**src/rtl/cal_seq.sv**
```systemverilog
// cal_seq: bit-serial ALU sequencer.
// One 1-bit ALU cell (logic cell + full adder, muxed by arit) is reused
// LSB-first over N clock edges. The FSM runs IDLE -> RUN (N edges) -> DONE (1 cycle).
// Optional feature macro: CAL_SEQ_FLAGS_EN adds the zero/ovf status outputs.
//
// Handshake: start is sampled only in IDLE; the accepting edge also captures
// a/b/s/arit/c_in. busy is high exactly while bits are being processed. done is
// a one-cycle pulse during which result/c_out are valid. Both stay held until
// the next accepted start.
module cal_seq #(
  parameter int N = 8
) (
  input  logic         clk,
  input  logic         reset,
  input  logic         start,
  input  logic [N-1:0] a,
  input  logic [N-1:0] b,
  input  logic [1:0]   s,
  input  logic         arit,
  input  logic         c_in,
  output logic         busy,
  output logic         done,
  output logic [N-1:0] result,
  output logic         c_out,
`ifdef CAL_SEQ_FLAGS_EN
  output logic         zero,
  output logic         ovf,
`endif
  output logic [1:0]   dbg_state
);

  localparam int CW = $clog2(N);

  typedef enum logic [1:0] {
    IDLE = 2'd0,
    RUN  = 2'd1,
    DONE = 2'd2
  } state_t;

  state_t         state_q, state_d;
  logic [N-1:0]   a_sh_q, a_sh_d;
  logic [N-1:0]   b_sh_q, b_sh_d;
  logic [N-1:0]   res_sh_q, res_sh_d;
  logic [N-1:0]   result_q, result_d;
  logic [1:0]     s_q, s_d;
  logic           arit_q, arit_d;
  logic           carry_q, carry_d;
  logic [CW-1:0]  cnt_q, cnt_d;
  logic           busy_q, busy_d;
  logic           done_q, done_d;
  logic           c_out_q, c_out_d;
`ifdef CAL_SEQ_FLAGS_EN
  logic           zero_q, zero_d;
  logic           ovf_q, ovf_d;
`endif

  logic           cell_a, cell_b;
  logic           cell_logic, cell_sum, cell_co, cell_out;
  logic           last_bit;

  // The single 1-bit ALU cell: logic function, full adder and output mux.
  always_comb begin
    cell_a = a_sh_q[0];
    cell_b = b_sh_q[0];
    unique case (s_q)
      2'b00:   cell_logic = cell_a & cell_b;
      2'b01:   cell_logic = cell_a | cell_b;
      2'b10:   cell_logic = cell_a ^ cell_b;
      default: cell_logic = ~cell_a;
    endcase
    cell_sum = cell_a ^ cell_b ^ carry_q;
    cell_co  = (cell_a & cell_b) | (carry_q & (cell_a ^ cell_b));
    cell_out = arit_q ? cell_sum : cell_logic;
  end

  assign last_bit = (cnt_q == CW'(N - 1));

  // Next-state and datapath update for the sequencer.
  always_comb begin
    state_d  = state_q;
    a_sh_d   = a_sh_q;
    b_sh_d   = b_sh_q;
    res_sh_d = res_sh_q;
    result_d = result_q;
    s_d      = s_q;
    arit_d   = arit_q;
    carry_d  = carry_q;
    cnt_d    = cnt_q;
    busy_d   = 1'b0;
    done_d   = 1'b0;
    c_out_d  = c_out_q;
`ifdef CAL_SEQ_FLAGS_EN
    zero_d   = zero_q;
    ovf_d    = ovf_q;
`endif
    unique case (state_q)
      IDLE: begin
        if (start) begin
          a_sh_d  = a;
          b_sh_d  = b;
          s_d     = s;
          arit_d  = arit;
          carry_d = arit & c_in;
          cnt_d   = '0;
          state_d = RUN;
          busy_d  = 1'b1;
        end
      end
      RUN: begin
        a_sh_d   = a_sh_q >> 1;
        b_sh_d   = b_sh_q >> 1;
        res_sh_d = {cell_out, res_sh_q[N-1:1]};
        carry_d  = cell_co;
        if (last_bit) begin
          // Publish the completed word only now so result never shows a
          // partial value.
          cnt_d    = '0;
          state_d  = DONE;
          done_d   = 1'b1;
          result_d = res_sh_d;
          c_out_d  = arit_q & cell_co;
`ifdef CAL_SEQ_FLAGS_EN
          zero_d   = (res_sh_d == '0);
          // carry_q is the carry into the MSB during the final bit.
          ovf_d    = arit_q & (carry_q ^ cell_co);
`endif
        end else begin
          cnt_d  = cnt_q + 1'b1;
          busy_d = 1'b1;
        end
      end
      DONE: begin
        state_d = IDLE;
      end
      default: begin
        state_d = IDLE;
      end
    endcase
  end

  // All state registers; synchronous reset overrides every other input.
  always_ff @(posedge clk) begin
    if (reset) begin
      state_q  <= IDLE;
      a_sh_q   <= '0;
      b_sh_q   <= '0;
      res_sh_q <= '0;
      result_q <= '0;
      s_q      <= '0;
      arit_q   <= 1'b0;
      carry_q  <= 1'b0;
      cnt_q    <= '0;
      busy_q   <= 1'b0;
      done_q   <= 1'b0;
      c_out_q  <= 1'b0;
`ifdef CAL_SEQ_FLAGS_EN
      zero_q   <= 1'b0;
      ovf_q    <= 1'b0;
`endif
    end else begin
      state_q  <= state_d;
      a_sh_q   <= a_sh_d;
      b_sh_q   <= b_sh_d;
      res_sh_q <= res_sh_d;
      result_q <= result_d;
      s_q      <= s_d;
      arit_q   <= arit_d;
      carry_q  <= carry_d;
      cnt_q    <= cnt_d;
      busy_q   <= busy_d;
      done_q   <= done_d;
      c_out_q  <= c_out_d;
`ifdef CAL_SEQ_FLAGS_EN
      zero_q   <= zero_d;
      ovf_q    <= ovf_d;
`endif
    end
  end

  assign busy      = busy_q;
  assign done      = done_q;
  assign result    = result_q;
  assign c_out     = c_out_q;
  assign dbg_state = state_q;
`ifdef CAL_SEQ_FLAGS_EN
  assign zero      = zero_q;
  assign ovf       = ovf_q;
`endif

endmodule

```
**config.mk**
```make
export PLATFORM = sky130hd
export DESIGN_NAME = cal_seq
export DESIGN_NICKNAME = d
export VERILOG_FILES = /design/src/rtl/cal_seq.sv
export SDC_FILE = /design/constraint.sdc
export NUM_CORES = 1
export LEC_CHECK = 0
export ABC_AREA = 1
export BUFFER_PORTS_ARGS = -buffer_cell sky130_fd_sc_hd__clkbuf_2
export CORE_MARGIN = 3
export CORE_UTILIZATION = 36
export DETAILED_ROUTE_END_ITERATION = 12
export GPL_TIMING_DRIVEN = 1
export PLACE_DENSITY = 0.6
export SLEW_MARGIN = 0
export SYNTH_ARGS = -nofsm -noshare
export SYNTH_HDL_FRONTEND = slang
export SYNTH_SLANG_ARGS = --single-unit
```
**constraint.sdc**
```tcl
create_clock -name clk -period 3.3 [get_ports clk]
set_clock_uncertainty 0.15 [all_clocks]
set_input_delay 0.66 -clock clk [delete_from_list [all_inputs] [get_ports clk]]
set_output_delay 0.66 -clock clk [all_outputs]
set_load 0.02 [all_outputs]
```
==> results by group, run 1 <==
Timing
  – Highest clock rate: 503.9 MHz
  – Tmin final: 1.984 ns
  – Slew HR: 59.63%
  – Final number of setup-violating endpoints: 0
  – Final worst-path cycle share: 60.13%
  – Final Hold Viols: 0
  – Final Max Tran Viols: 0
  – Unrepaired setup endpoints after global routing: no
  – Post-route setup slack: 1.316 ns
  – Transition time at the pin with the least slew margin: 0.6034 ns
  – Post-route setup TNS: 0 ns

Route
  – Via density per instance: 4.516
  – Number of vias in the routed layout: 1522
  – Number of DRC violations after detailed routing: 0
  – Number of search-and-repair iterations in the first detailed-routing pass: 4
  – Initial DRC Count: 55
  – Number of routed nets with antenna violations: 0
  – Total wire length after detailed routing: 3631 µm
  – Mean routed wirelength per cell: 10.77 µm

GRT
  – Total routing usage reported by global routing: 13.10%
  – Antenna violations before repair: 0
  – Maximum number of pins on one net before global-route repair: 39
  – Gr ovfl total: 0
  – First-pass GRT wire length: 6306 µm
  – Via count of the first global-routing pass: 1437

Clock tree
  – Insertion delay to the later sink of the worst-skew pair: 0.29 ns
  – Post-CTS Setup Inserts: 0
  – Maximum buffer depth of the clock tree: 2
  – TritonCTS clock tree: yes
  – Clk pin slew, worst setup/hold paths: 0.08 ns
  – Gates resized, CTS repair: 0
  – Cts hold-fix bufs: 0
  – Cell at the root of the clock tree: clkbuf_8
  – Total number of H-tree levels: 2
  – CTS sink count: 43
  – Number of buffers inserted during clock tree synthesis: 5

Worst setup path
  – Arrival time of data at the critical path endpoint: 2.06 ns
  – Type of the worst setup path: flop to flop
  – Startpoint type of the worst setup path: flop
  – Worst-case register-to-register setup slack: 1.32 ns
  – Peak fanout along the critical path: 38
  – Kind of capture point of the worst setup path: flop
  – CP required: 3.38 ns

Hold path
  – Tightest Hold Check Type: flop to flop

Floorplanning
  – Starting utilization of the core area: 37.52%
  – Placeable core region: 4786 µm²
  – Total number of placement rows: 25
  – IO Count: 36
  – Total die area: 5871 µm²
  – Die Y-Extent: 76.62 µm
  – Die X: 76.62 µm

Finish
  – Number of nets at the end of the flow: 297
  – Filler cell count: 522
  – Fin cells: 337
  – Commonest cells after routing, fill and taps aside: dfxtp_1 (43), o21ai_0 (41), nand2_1 (40)
  – Final design instance area without fill: 2102 µm²
  – Fraction of final layout cells sized beyond drive strength 1: 18.52%
  – Area growth, synth to finish: 17.07%
  – N_diodes: 0
  – Most common cell after layout, fill and taps aside: dfxtp_1

Power
  – Worst supply voltage drop on vdd: 0.1948 mV
  – Leakage: 0.9770 nW
  – Power per cell area: 527.3 nW/µm²

Flow run
  – MaxCap Viol Count: 0

Yosys
  – Syn avg cell area: 7.544 µm²
  – Count of distinct cell types in the synthesized netlist: 20
  – Net Count, Synth: 266
  – Number of standard cells after synthesis: 238
  – Total standard cell area after synthesis: 1795 µm²
  – YS warnings: 0
  – Share of the yosys chip area belonging to registers: 47.94%
  – Post-synthesis register bit count: 43

Placement
  – Pre-CTS setup slack: 1.201 ns
  – Cell area after placement: 1989 µm²
  – Buffers added on ports: 35
  – Final RePlAce weighted congestion: 0.7202
  – Cell total after placement: 329
  – Post-DP HPWL: 2475 µm

Outcome
  – Outcome: finished clean
[synth_stat cells]
library cell / instances / area, µm²
o21ai_0: 41 / 205.2
fa_1: 1 / 20.02
buf_2: 4 / 20.02
o21ai_1: 3 / 15.01
nor2_1: 27 / 101.4
buf_1: 1 / 3.750
inv_4: 1 / 6.260
nand3_1: 8 / 40.04
inv_2: 1 / 3.750
buf_6: 3 / 33.78
dfxtp_1: 43 / 860.8
nor2_2: 1 / 6.260
inv_1: 26 / 97.59
ha_1: 4 / 50.05
a21oi_1: 26 / 130.1
o21a_1: 1 / 7.510
nand2_1: 40 / 150.1
nor2_4: 2 / 22.52
clkbuf_1: 4 / 15.01
nand2_2: 1 / 6.260
[registers in the layout, summed over array words and instances (netlist names)]
register / flops
c_out: 1
carry_q: 1
busy: 1
cnt_q: 3
dbg_state: 2
res_sh_q: 7
a_sh_q: 8
done: 1
result: 8
s_q: 2
arit_q: 1
b_sh_q: 8
[per-stage QoR]
stage / total power (W) / util [%] / hold WS (ns)
after detailed placement: 0.0007137 / 41.57 / 0.3020
after CTS: 0.001122 / 43.92 / 0.3147
after global routing: 0.001171 / 43.92 / 0.3278
final: 0.001108 / 43.92 / 0.3126
after global placement: 0.0007111 / 41.57 / 0.2982
after floorplan: 0.0006830 / - / 0.2857
[power breakdown]
group	switching (W)	total, W	internal [W]
sequential	0.0000205	0.000573	0.000552
clock	0.000183	0.000409	0.000225
combinational	0.0000787	0.000127	0.0000481
[layout make-up]
| type | count | area, µm² | share of cell area (%) |
|---|---|---|---|
| Clock buffer | 5 | 68.82 | 3.274 |
| Clock inverter | 3 | 43.79 | 2.083 |
| Inverter | 28 | 107.6 | 5.119 |
| Multi-Input combinational cell | 155 | 754.5 | 35.89 |
| Sequential cell | 43 | 860.8 | 40.95 |
| Tap cell | 67 | 83.83 | 3.988 |
| Timing Repair Buffer | 36 | 182.7 | 8.690 |
[worst max-delay path: stages, from the launching register on]
cell and delay (ns):
dfxtp_1 0.36, inv_1 0.08, nand2_2 0.46, inv_4 0.18, nor2_4 0.43, nand2_1 0.09, a21oi_1 0.16
[layer usage]
| metal | global-route usage [%] | share of wire [%] | vias to the layer above | wire (µm) |
|---|---|---|---|---|
| met3 | 3.546 | 3.3 | 4 | 121 |
| met5 | 0 | 0 | - | 0 |
| met4 | 4.348 | 1.0 | 0 | 38 |
| met2 | 21.00 | 45 | 21 | 1636 |
| met1 | 17.03 | 51 | 674 | 1836 |
| li1 | - | - | 823 | - |
[kinds of logic after synthesis]
kind of cell               count (synthesis)  share of synthesized area, %
and+or+nand+nor                           79                         18.19
DFF                                       43                         47.94
AOI/OAI and AO/OA                         71                         19.93
adders and majority gates                  5                         3.903
buffers and inverters                     40                         10.03
[path summary, 6_finish.rpt]
| kind | endpoint | start | cells past startpoint |
|---|---|---|---|
| max | b_sh_q[5]$_SDFFE_PP0P_ | dbg_state[1]$_SDFFE_PP0P_ | 6 |
| min | a_sh_q[4]$_SDFFE_PP0P_ | a_sh_q[4]$_SDFFE_PP0P_ | 2 |
| max reg2reg | b_sh_q[5]$_SDFFE_PP0P_ | dbg_state[1]$_SDFFE_PP0P_ | 6 |
| min reg2reg | a_sh_q[4]$_SDFFE_PP0P_ | a_sh_q[4]$_SDFFE_PP0P_ | 2 |
(Power assumes the default switching activity.)
==> run 2: changes to the inputs <==
==> constraint.sdc (replaced) <==
create_clock -name clk -period 2.03 [get_ports clk]
set_clock_uncertainty 0.15 [all_clocks]
set_input_delay 0.406 -clock clk [delete_from_list [all_inputs] [get_ports clk]]
set_output_delay 0.406 -clock clk [all_outputs]
set_load 0.02 [all_outputs]
==> run 2 against run 1 <==
Combinational power up 67%. Critical endpoint is now result[2]$_SDFFE_PP0P_. First-iteration DRC count up 110%. Sequential share of layout area grew 0.49 points. Via count is 1.7% higher. Maximum frequency is 23% higher. Flip-flop and latch count stayed put. Final cell count did not move. Highest routed layer unchanged. Global-route usage grew 0.51 points.
==> results by group, run 2 (synthesis gave the netlist of run 1 again) <==
Outcome
  – Outcome: finished clean

GRT
  – GR Layer Usage met1: 17.75% (+0.71 points)
  – M2 GR Usage: 21.18% (+0.18 points)
  – Maximum number of pins on one net before global-route repair: 29 (-26%)
  – Total routing usage reported by global routing: 13.61% (+0.51 points)
  – Antenna violations before repair: 0 (unchanged)
  – First-pass GRT wire length: 6423 µm (+1.9%)
  – GR peak layer: met2
  – Fraction of met3 tracks used by global routing: 3.546% (unchanged)
  – Via count of the first global-routing pass: 1412 (-1.7%)
  – Gr ovfl total: 0 (unchanged)

Timing
  – Final worst-path cycle share: 79.39% (+19 points)
  – Transition time at the pin with the least slew margin: 0.4433 ns (-0.1601 ns)
  – Final Hold Viols: 0 (unchanged)
  – Highest clock rate: 620.5 MHz (+23%)
  – Final Max Tran Viols: 0 (unchanged)
  – Slew HR: 70.42% (+11 points)
  – Unrepaired setup endpoints after global routing: no
  – Post-route setup TNS: 0 ns (unchanged)
  – Tmin final: 1.612 ns (-0.3728 ns)
  – Final number of setup-violating endpoints: 0 (unchanged)

Clock tree
  – Post-CTS Setup Inserts: 0 (unchanged)
  – Cell at the root of the clock tree: clkbuf_8
  – TritonCTS clock tree: yes
  – Total number of H-tree levels: 2 (unchanged)
  – Number of buffers inserted during clock tree synthesis: 5 (unchanged)
  – Insertion delay to the later sink of the worst-skew pair: 0.29 ns (about the same)
  – CTS sink count: 43 (unchanged)
  – Clk pin slew, worst setup/hold paths: 0.08 ns (about the same)
  – Gates resized, CTS repair: 0 (unchanged)
  – Maximum buffer depth of the clock tree: 2 (unchanged)
  – Cts hold-fix bufs: 0 (unchanged)

Finish
  – Fraction of final layout cells sized beyond drive strength 1: 18.15% (-0.37 points)
  – Commonest cells after routing, fill and taps aside: dfxtp_1 (43), o21ai_0 (41), nand2_1 (40)
  – Area growth, synth to finish: 15.68%
  – N_diodes: 0 (unchanged)
  – Fin cells: 337 (unchanged)
  – Number of nets at the end of the flow: 299 (+0.67%)
  – Most common cell after layout, fill and taps aside: dfxtp_1
  – Core Util, Final: 43.40% (-0.52 points)

Power
  – Overall power consumption: 0.001632 W (+47%)
  – Proportion of total power due to net switching: 25.91% (+0.40 points)
  – P_sw: 0.0004228 W (+50%)
  – Combinational share of power: 13.0% (+1.6 points)
  – Internal Pwr Total: 0.001209 W (+46%)
  – Leakage: 0.9654 nW (-1.2%)
  – Worst supply voltage drop on vdd: 0.4311 mV (+120%)
  – Part of the total power dissipated in sequential elements: 57.1% (+5.4 points)
  – Power per cell area: 785.8 nW/µm² (+49%)
  – Clock Power Share: 29.9% (-7.0 points)

Floorplanning
  – Total die area: 5871 µm² (unchanged)
  – Starting utilization of the core area: 37.52% (unchanged)
  – Die X: 76.62 µm (unchanged)
  – IO Count: 36 (unchanged)
  – Placeable core region: 4786 µm² (unchanged)
  – Die Y-Extent: 76.62 µm (unchanged)
  – Total number of placement rows: 25 (unchanged)

Route
  – Via density per instance: 4.593 (+1.7%)
  – Initial DRC Count: 114 (+110%)
  – Total wire length after detailed routing: 3659 µm (+0.77%)
  – Number of search-and-repair iterations in the first detailed-routing pass: 4 (unchanged)
  – Mean routed wirelength per cell: 10.86 µm (+0.77%)
  – Number of routed nets with antenna violations: 0 (unchanged)
  – Number of DRC violations after detailed routing: 0 (unchanged)
  – Number of vias in the routed layout: 1548 (+1.7%)

Placement
  – Buffers added on ports: 35 (unchanged)
  – Final RePlAce weighted congestion: 0.7579 (+5.2%)
  – Cell total after placement: 331 (+0.61%)
  – Post-DP HPWL: 2546 µm (+2.8%)

Worst setup path
  – Startpoint type of the worst setup path: flop
  – Standard cell with the maximum stage delay on the critical path: dfxtp_1
  – Type of the worst setup path: flop to flop
  – Arrival time of data at the critical path endpoint: 1.69 ns (-0.37 ns)
  – Critical path's largest stage delay: 0.36 ns (-0.10 ns)
  – Buffers plus inverters on the worst setup path: 2 (unchanged)
  – Top cell family by delay on the critical path: simple AND/OR/NAND/NOR gates
  – List of cells traversed by the critical path: ha_1, ha_1, inv_1, nor2_4, inv_2, nor2_1, nand2_1, nand2_1
  – CP required: 2.11 ns (-1.27 ns)
  – Kind of capture point of the worst setup path: flop
  – Peak fanout along the critical path: 10 (-74%)

Hold path
  – Tightest Hold Check Type: input pin to flop

Flow run
  – MaxCap Viol Count: 0 (unchanged)
## run 2: layout make-up
class,instances,area (µm²)
multi-input combinational,155,754.5
inverter,28,107.6
tap,67,83.83
clock buffer,6,72.57
sequential,43,860.8
fill,506,2709
timing repair buffer,38,197.7
## run 2: metrics by stage
step                cell area, µm²  hold slack, ns  setup WS [ns]
finish                        2077          0.2095         0.4183
global route                  2077          0.2182         0.2158
CTS                           2077          0.2016         0.3848
detailed placement            2004          0.3032         0.4050
global placement              2004          0.2990         0.4043
floorplan                     1795          0.2857         0.6332
## run 2: path summary, 6_finish.rpt
check | startpoint | to | slack (ns) | depth (start not counted)
setup reg to reg | cnt_q[0]$_SDFFE_PP0P_ | result[2]$_SDFFE_PP0P_ | 0.42 | 8
hold reg to reg | b_sh_q[1]$_SDFFE_PP0P_ | b_sh_q[1]$_SDFFE_PP0P_ | 0.31 | 2
setup / recovery | cnt_q[0]$_SDFFE_PP0P_ | result[2]$_SDFFE_PP0P_ | 0.42 | 8
hold / removal | b[7] | b_sh_q[7]$_SDFFE_PP0P_ | 0.21 | 3
## run 2: power by group through the flow
| stage | registers, W | clock network, W | logic, W |
|---|---|---|---|
| 3_3_place_gp | 0.000952 | 0 | 0.000210 |
| 3_5_place_dp | 0.000951 | 0 | 0.000213 |
| 4_1_cts | 0.000932 | 0.000507 | 0.000214 |
| 2_1_floorplan | 0.000947 | 0 | 0.000163 |
| 5_1_grt | 0.000939 | 0.000541 | 0.000251 |
| 6_report | 0.000932 | 0.000489 | 0.000212 |
## run 2: layer usage
layer / share of wire, % / vias to the layer above
met5: 0 / -
met4: 1.8 / 0
met3: 4.6 / 5
met2: 44 / 36
met1: 49 / 680
li1: - / 827
## run 2: worst reg2reg max path, delay by kind of cell (launching register included)
family                   cells  cell delay, ns
flip-flops                   1            0.36
buffers and inverters        2            0.21
adder cells (fa/ha/maj)      2            0.30
AND/OR/NAND/NOR              4            0.53
